### config.mk
export PLATFORM = sky130hd
export DESIGN_NAME = fadd_arbiter
export DESIGN_NICKNAME = d
export VERILOG_FILES = /design/src/rtl/fadd_arbiter.sv
export SDC_FILE = /design/constraint.sdc
export NUM_CORES = 2
export LEC_CHECK = 0
export ABC_AREA = 1
export CAP_MARGIN = 10
export CORE_ASPECT_RATIO = 1.1
export CORE_MARGIN = 4
export CORE_UTILIZATION = 50
export CTS_BUF_LIST = sky130_fd_sc_hd__clkbuf_4
export DETAILED_ROUTE_END_ITERATION = 16
export PLACE_DENSITY = 0.73
export SETUP_SLACK_MARGIN = 0.3
export SLEW_MARGIN = 30
export SYNTH_ARGS = -nofsm -noshare
export SYNTH_HDL_FRONTEND = slang
export SYNTH_SLANG_ARGS = --single-unit
### constraint.sdc
create_clock -name clk -period 19.15 [get_ports clk]
set_input_delay 4.7875 -clock clk [delete_from_list [all_inputs] [get_ports clk]]
set_output_delay 4.7875 -clock clk [all_outputs]
set_load 0.1 [all_outputs]
### src/rtl/fadd_arbiter.sv
// Two-requester front end for a single floating-point adder: arbitrate, run one op, hold the result until taken.
// Define FADD_ARB_RR_EN for round-robin on double requests; the default is fixed priority to requester 0.

// Unnormalised aligned adder. Flags are {nan, inf, zero, sticky}; the result keeps 3 guard bits and a carry bit.
module fadd_core (
  input  logic        sa,
  input  logic [10:0] ea,
  input  logic [52:0] fa,
  input  logic [3:0]  fla,
  input  logic        sb,
  input  logic [10:0] eb,
  input  logic [52:0] fb,
  input  logic [3:0]  flb,
  input  logic        sub,
  input  logic [52:0] nan,
  output logic [10:0] es,
  output logic [56:0] fs,
  output logic        ss,
  output logic [1:0]  fls
);
  logic        sbe, a_big, s_big, s_sml, lost, nan_hit;
  logic [55:0] ma, mb, m_big, m_sml, al;
  logic [10:0] e_big, e_sml, diff;
  logic [5:0]  sh;
  logic [56:0] mag;

  always_comb begin
    sbe = sb ^ sub;
    ma  = fla[1] ? 56'd0 : ({fa, 3'b000} | {55'd0, fla[0]});
    mb  = flb[1] ? 56'd0 : ({fb, 3'b000} | {55'd0, flb[0]});
    if (fla[1] && !flb[1]) a_big = 1'b0;
    else if (flb[1])       a_big = 1'b1;
    else                   a_big = (ea > eb) || ((ea == eb) && (fa >= fb));
    m_big = a_big ? ma  : mb;
    m_sml = a_big ? mb  : ma;
    e_big = a_big ? ea  : eb;
    e_sml = a_big ? eb  : ea;
    s_big = a_big ? sa  : sbe;
    s_sml = a_big ? sbe : sa;
    diff  = e_big - e_sml;
    // Shifts past the datapath width collapse the smaller operand into the sticky bit.
    sh    = (diff > 11'd56) ? 6'd56 : diff[5:0];
    al    = m_sml >> sh;
    lost  = (sh != 6'd0) && (|(m_sml << (6'd56 - sh)));
    al[0] = al[0] | lost;
    if (sa == sbe) begin
      mag = {1'b0, m_big} + {1'b0, al};
      ss  = s_big;
    end else if (m_big >= al) begin
      mag = {1'b0, m_big - al};
      ss  = (m_big == al) ? 1'b0 : s_big;
    end else begin
      mag = {1'b0, al - m_big};
      ss  = s_sml;
    end
    es      = e_big;
    fs      = mag;
    fls     = 2'b00;
    nan_hit = fla[3] | flb[3] | (fla[2] & flb[2] & (sa != sbe));
    if (nan_hit) begin
      es  = 11'h7FF;
      fs  = {1'b0, nan, 3'b000};
      ss  = 1'b0;
      fls = 2'b10;
    end else if (fla[2] | flb[2]) begin
      es  = 11'h7FF;
      fs  = 57'd0;
      ss  = fla[2] ? sa : sbe;
      fls = 2'b01;
    end
  end
endmodule

module fadd_arbiter #(
  parameter logic [52:0] NAN_FRAC = 53'h1_8000_0000_0000
) (
  input  logic        clk,
  input  logic        rst_n,
  input  logic        in0_valid,
  input  logic        in1_valid,
  output logic        in0_ready,
  output logic        in1_ready,
  input  logic [68:0] in0_a,
  input  logic [68:0] in1_a,
  input  logic [68:0] in0_b,
  input  logic [68:0] in1_b,
  input  logic        in0_sub,
  input  logic        in1_sub,
  output logic        out_valid,
  input  logic        out_ready,
  output logic        out_id,
  output logic [10:0] out_es,
  output logic [56:0] out_fs,
  output logic [0:0]  out_ss,
  output logic [1:0]  out_fls,
  output logic [15:0] ops_done
);
  typedef enum logic [1:0] {IDLE, EXEC, RESP} state_e;
  state_e state_q, state_d;

  logic [68:0] a_q, a_d, b_q, b_d;
  logic        sub_q, sub_d, gnt_q, gnt_d;
  logic        out_id_q, out_id_d, out_ss_q, out_ss_d;
  logic [10:0] out_es_q, out_es_d;
  logic [56:0] out_fs_q, out_fs_d;
  logic [1:0]  out_fls_q, out_fls_d;
  logic [15:0] ops_done_q, ops_done_d;
  logic        grant, prio, accept;
  logic [10:0] add_es;
  logic [56:0] add_fs;
  logic        add_ss;
  logic [1:0]  add_fls;

`ifdef FADD_ARB_RR_EN
  logic ptr_q, ptr_d;
  assign prio  = ptr_q;
  // Favour the requester that lost the last accept.
  assign ptr_d = accept ? ~grant : ptr_q;
  always_ff @(posedge clk) begin
    if (!rst_n) ptr_q <= 1'b0;
    else        ptr_q <= ptr_d;
  end
`else
  assign prio = 1'b0;
`endif

  fadd_core u_add (
    .sa (a_q[68]), .ea(a_q[67:57]), .fa(a_q[56:4]), .fla(a_q[3:0]),
    .sb (b_q[68]), .eb(b_q[67:57]), .fb(b_q[56:4]), .flb(b_q[3:0]),
    .sub(sub_q),   .nan(NAN_FRAC),
    .es (add_es),  .fs(add_fs),     .ss(add_ss),    .fls(add_fls)
  );

  always_ff @(posedge clk) begin
    if (!rst_n) state_q <= IDLE;
    else        state_q <= state_d;
  end

  always_comb begin
    state_d = state_q;
    case (state_q)
      IDLE:    if (accept) state_d = EXEC;
      EXEC:    state_d = RESP;
      RESP:    if (out_ready) state_d = IDLE;
      default: state_d = IDLE;
    endcase
  end

  always_comb begin
    grant = 1'b0;
    if (in0_valid && in1_valid) grant = prio;
    else if (in1_valid)         grant = 1'b1;
    in0_ready = 1'b0;
    in1_ready = 1'b0;
    out_valid = 1'b0;
    case (state_q)
      IDLE: if (rst_n) begin
        in0_ready = in0_valid && !grant;
        in1_ready = in1_valid && grant;
      end
      RESP:    out_valid = 1'b1;
      default: ;
    endcase
  end

  assign accept = in0_ready | in1_ready;

  always_comb begin
    a_d        = a_q;
    b_d        = b_q;
    sub_d      = sub_q;
    gnt_d      = gnt_q;
    out_id_d   = out_id_q;
    out_es_d   = out_es_q;
    out_fs_d   = out_fs_q;
    out_ss_d   = out_ss_q;
    out_fls_d  = out_fls_q;
    ops_done_d = ops_done_q;
    if (accept) begin
      a_d   = grant ? in1_a   : in0_a;
      b_d   = grant ? in1_b   : in0_b;
      sub_d = grant ? in1_sub : in0_sub;
      gnt_d = grant;
    end
    if (state_q == EXEC) begin
      out_id_d  = gnt_q;
      out_es_d  = add_es;
      out_fs_d  = add_fs;
      out_ss_d  = add_ss;
      out_fls_d = add_fls;
    end
    if (out_valid && out_ready) ops_done_d = ops_done_q + 16'd1;
  end

  always_ff @(posedge clk) begin
    if (!rst_n) begin
      a_q        <= '0;
      b_q        <= '0;
      sub_q      <= 1'b0;
      gnt_q      <= 1'b0;
      out_id_q   <= 1'b0;
      out_es_q   <= '0;
      out_fs_q   <= '0;
      out_ss_q   <= 1'b0;
      out_fls_q  <= '0;
      ops_done_q <= '0;
    end else begin
      a_q        <= a_d;
      b_q        <= b_d;
      sub_q      <= sub_d;
      gnt_q      <= gnt_d;
      out_id_q   <= out_id_d;
      out_es_q   <= out_es_d;
      out_fs_q   <= out_fs_d;
      out_ss_q   <= out_ss_d;
      out_fls_q  <= out_fls_d;
      ops_done_q <= ops_done_d;
    end
  end

  assign out_id   = out_id_q;
  assign out_es   = out_es_q;
  assign out_fs   = out_fs_q;
  assign out_ss   = out_ss_q;
  assign out_fls  = out_fls_q;
  assign ops_done = ops_done_q;
endmodule
==> metrics.md <==
| Metric | Value |
|---|---|
| Status | `completed` |
| Setup slack, reg-to-reg | `7.11 ns` |
| Global-route wire length before repair | `227000 um` |
| Worst-skew pair later-pin latency | `0.94 ns` |
| Die Y | `268 um` |
| DRT Wirelength | `157000 um` |
| Vias | `40681` |
| Yosys warnings | `0` |
| Gpl congestion | `1.14` |
| Worst r2r dst | `out_fs[40]` |
| Slowest stage delay, CP | `0.71 ns` |
| Row count | `95` |
| Final hold vios | `0` |
| Post-route ant nets | `0` |
| Initial antenna violation count | `12` |
| Tcrit/Tclk final | `0.629` |
| Design area | `35600 sq um` |
| Max Clock Freq | `83.1 MHz` |
| Mapped Nets | `6142` |
| Synth top area cells | `nand2_1 (18%), dfxtp_1 (15%), inv_1 (9.9%)` |
| Die width | `245 um` |
| Number of port buffers | `373` |
| Cts hold-fix bufs | `0` |
| Area grow syn2layout | `15.5%` |
| Post-Synthesis Cells | `5628` |
| RSZ-0062 raised after global routing | `no` |
| Post-CTS setup buffer count | `0` |
| Slowest cell on crit path | `inv_2` |
| Critical Path Start Type | `register` |
| Seq/Total Area, Yosys | `0.149` |
| CP Capture Point | `out_fs[40]` |
| Pin count of the biggest net entering global routing | `122` |
| Synth Flop Type | `dfxtp_1` |
| Maximum vdd drop | `135 uV` |
| Critical path startpoint | `b_q[63]` |
| CTS tree | `yes` |
| Worst EP required | `19.90 ns` |
| Cell mode on critical path | `nand2_1` |
| Clk_skew | `0.165 ns` |
| Via/cell ratio | `6.06` |
| CTS Buffer Depth | `3` |
| Worst slew pin tran | `1.14 ns` |
| WP data arrival | `12.79 ns` |
| DP Wirelength | `126000 um` |
| Clock sinks | `230` |
| Min-Delay Path Class | `reg2reg` |
| Initial DRC count | `5217` |
| Syn Area/Cell | `5.47 sq um` |
| Clk pin slew, worst setup/hold paths | `0.06 ns` |
| Filler cells | `6554` |
| H-tree lvl count | `3` |
| NumNets Final | `6354` |
| R2R depth | `59` |
| Die area | `65600 sq um` |
| Ys async rst share | `0` |
| Distinct cells, synth | `62` |
| CTS Buf Count | `68` |
| PwrDens | `126 nW/um^2` |
| Critical path class | `reg2reg` |
| Max-Cap Viols | `0` |
| Layout cell share with drive strength beyond 1 | `0.0365` |
| Vias in the first global route | `37699` |
| Synthesized flop and latch total | `230` |
| Synth Cell Area | `30800 sq um` |
| Setup crit end kind | `register` |
| Largest area contributor in the netlist | `nand2_1` |
| Root Driver | `clkbuf_4` |
| FF-to-FF Start | `b_q[63]` |
| Register area | `4600 sq um` |
| Max transition margin | `0.233` |
| Gates resized, CTS repair | `0` |
| Max Slew Vio Count | `0` |
| Min Tclk post-route | `12.04 ns` |
| Final Setup Violations | `0` |
| Worst Path Max Fanout | `78` |
| Placed Area | `34700 sq um` |
| First-pass detailed-route iteration total | `7` |
| Setup_tns | `0 ns` |
| Drt drc | `0` |
| Top cell type's share of synthesized area | `0.181` |
| CORE AREA | `61100 sq um` |
| GRT overflow | `0` |
| Starting Density | `0.504` |
| Routed wire per std cell | `23.4 um` |
| Io pins | `374` |
| Leak Pwr | `17.1 nW` |
| Area of the multi-input gates | `22000 sq um` |
| Post-synth EDFFs | `0` |
| GRT Total Usage | `0.455` |
[logic make-up (layout without fill, tap and decap cells)]
logic type,Yosys count,after routing,synth area share
other,0,8,0
adders and majority gates,231,231,0.0938
xor gates and xnor gates,19,19,0.00565
muxes,6,6,0.00195
DFF,230,230,0.149
buffers and inverters,1105,1361,0.139
and+or+nand+nor,2566,2566,0.345
AOI/OAI and AO/OA,1471,1471,0.266
[metrics by stage]
step           hold WS [ns]  total power, mW   util  cells  worst slack, ns
3_3_place_gp          0.448             3.77  0.569   6592             7.59
2_1_floorplan         0.441             2.74      -   5628             8.60
6_report              0.462             4.47  0.582   6716             7.11
4_1_cts               0.464             4.27  0.582   6706             7.54
3_5_place_dp          0.451             3.77  0.568   6592             7.57
5_1_grt               0.483             4.73  0.582   6710             6.28
[sequential cells by signal, summed over array words and instances (netlist names)]
name / count
a_q: 69
b_q: 69
gnt_q: 1
ops_done: 16
out_es: 11
out_fls: 2
out_fs: 57
out_id: 1
out_ss: 1
state_q: 2
sub_q: 1
[metal layers]
| layer | vias up | track usage | share of wire |
|---|---|---|---|
| li1 | 19023 | - | - |
| met1 | 18495 | 0.515 | 0.36 |
| met2 | 2450 | 0.716 | 0.43 |
| met3 | 705 | 0.135 | 0.11 |
| met4 | 8 | 0.364 | 0.10 |
| met5 | - | 0 | 0.00039 |
[worst min path at each step]
stage | to | cells after the start | slack [ns] | startpoint
global route | out_fs[23] | 2 | 0.48 | out_fs[23]
CTS | out_fs[23] | 2 | 0.46 | out_fs[23]
finish | out_fs[7] | 2 | 0.46 | out_fs[7]
floorplan | gnt_q | 2 | 0.44 | gnt_q
global placement | ops_done[15] | 1 | 0.45 | ops_done[15]
detailed placement | ops_done[15] | 1 | 0.45 | ops_done[15]
[cell usage in the layout, fill, tap and decap left out, drive strengths merged, types with 6 or more instances in the layout]
cell type | netlist | final
nand3 | 459 | 459
buf | 60 | 56
or2 | 8 | 8
nor4 | 12 | 12
o31ai | 16 | 16
nor3 | 52 | 52
o211ai | 76 | 76
a21o | 8 | 8
a211oi | 8 | 8
mux2i | 6 | 6
clkdlybuf4s50 | 0 | 360
o21a | 43 | 43
a31oi | 181 | 181
nor2 | 476 | 476
and2 | 6 | 6
xor2 | 18 | 18
diode | 0 | 8
ha | 231 | 231
nand2 | 1499 | 1499
nand4 | 44 | 44
clkinv | 8 | 21
o21bai | 15 | 15
clkbuf | 215 | 94
a21oi | 474 | 474
o2111ai | 9 | 9
dfxtp | 230 | 230
o21ai | 604 | 604
inv | 822 | 826
[Yosys cell counts, types with 8 or more instances]
cell type / count
nand3_1: 456
or2_2: 8
dfxtp_1: 230
o31ai_1: 16
a21oi_1: 473
nor4_1: 12
a31oi_1: 181
buf_2: 18
o211ai_1: 76
inv_1: 812
o21bai_1: 15
nand2_2: 9
o2111ai_1: 9
nand4_1: 43
xor2_1: 17
o21ai_0: 563
clkinv_1: 8
a21o_1: 8
o21a_1: 43
inv_2: 10
nand2_1: 1486
buf_4: 14
a211oi_1: 8
ha_1: 231
nor2_1: 469
nor3_1: 52
o21ai_1: 40
buf_1: 22
clkbuf_1: 215
[where the power goes]
group	internal (mW)	total [mW]	leakage, nW	switching, mW
logic	0.879	3.41	14.8	2.53
registers	0.526	0.572	1.88	0.0454
clock network	0.238	0.492	0.482	0.254
total	1.64	4.47	17.1	2.83
[area by class of cell]
cell class	instances	share of cell area
antenna	8	0.000563
clock buffer	93	0.0196
clock inverter	21	0.00362
inverter	830	0.0878
multi-input combinational	4293	0.617
sequential	230	0.129
tap	824	0.0290
timing repair buffer	417	0.113
[worst max-delay path: cells and delay by family, from the launching register on]
kind	cells	cell delay, ns
simple gates	34	5.24
buf+inv	11	2.81
compound gates	10	2.22
fa+ha+maj	4	1.23
flops	1	0.33
Note: power is estimated with default switching activity, not from simulation.
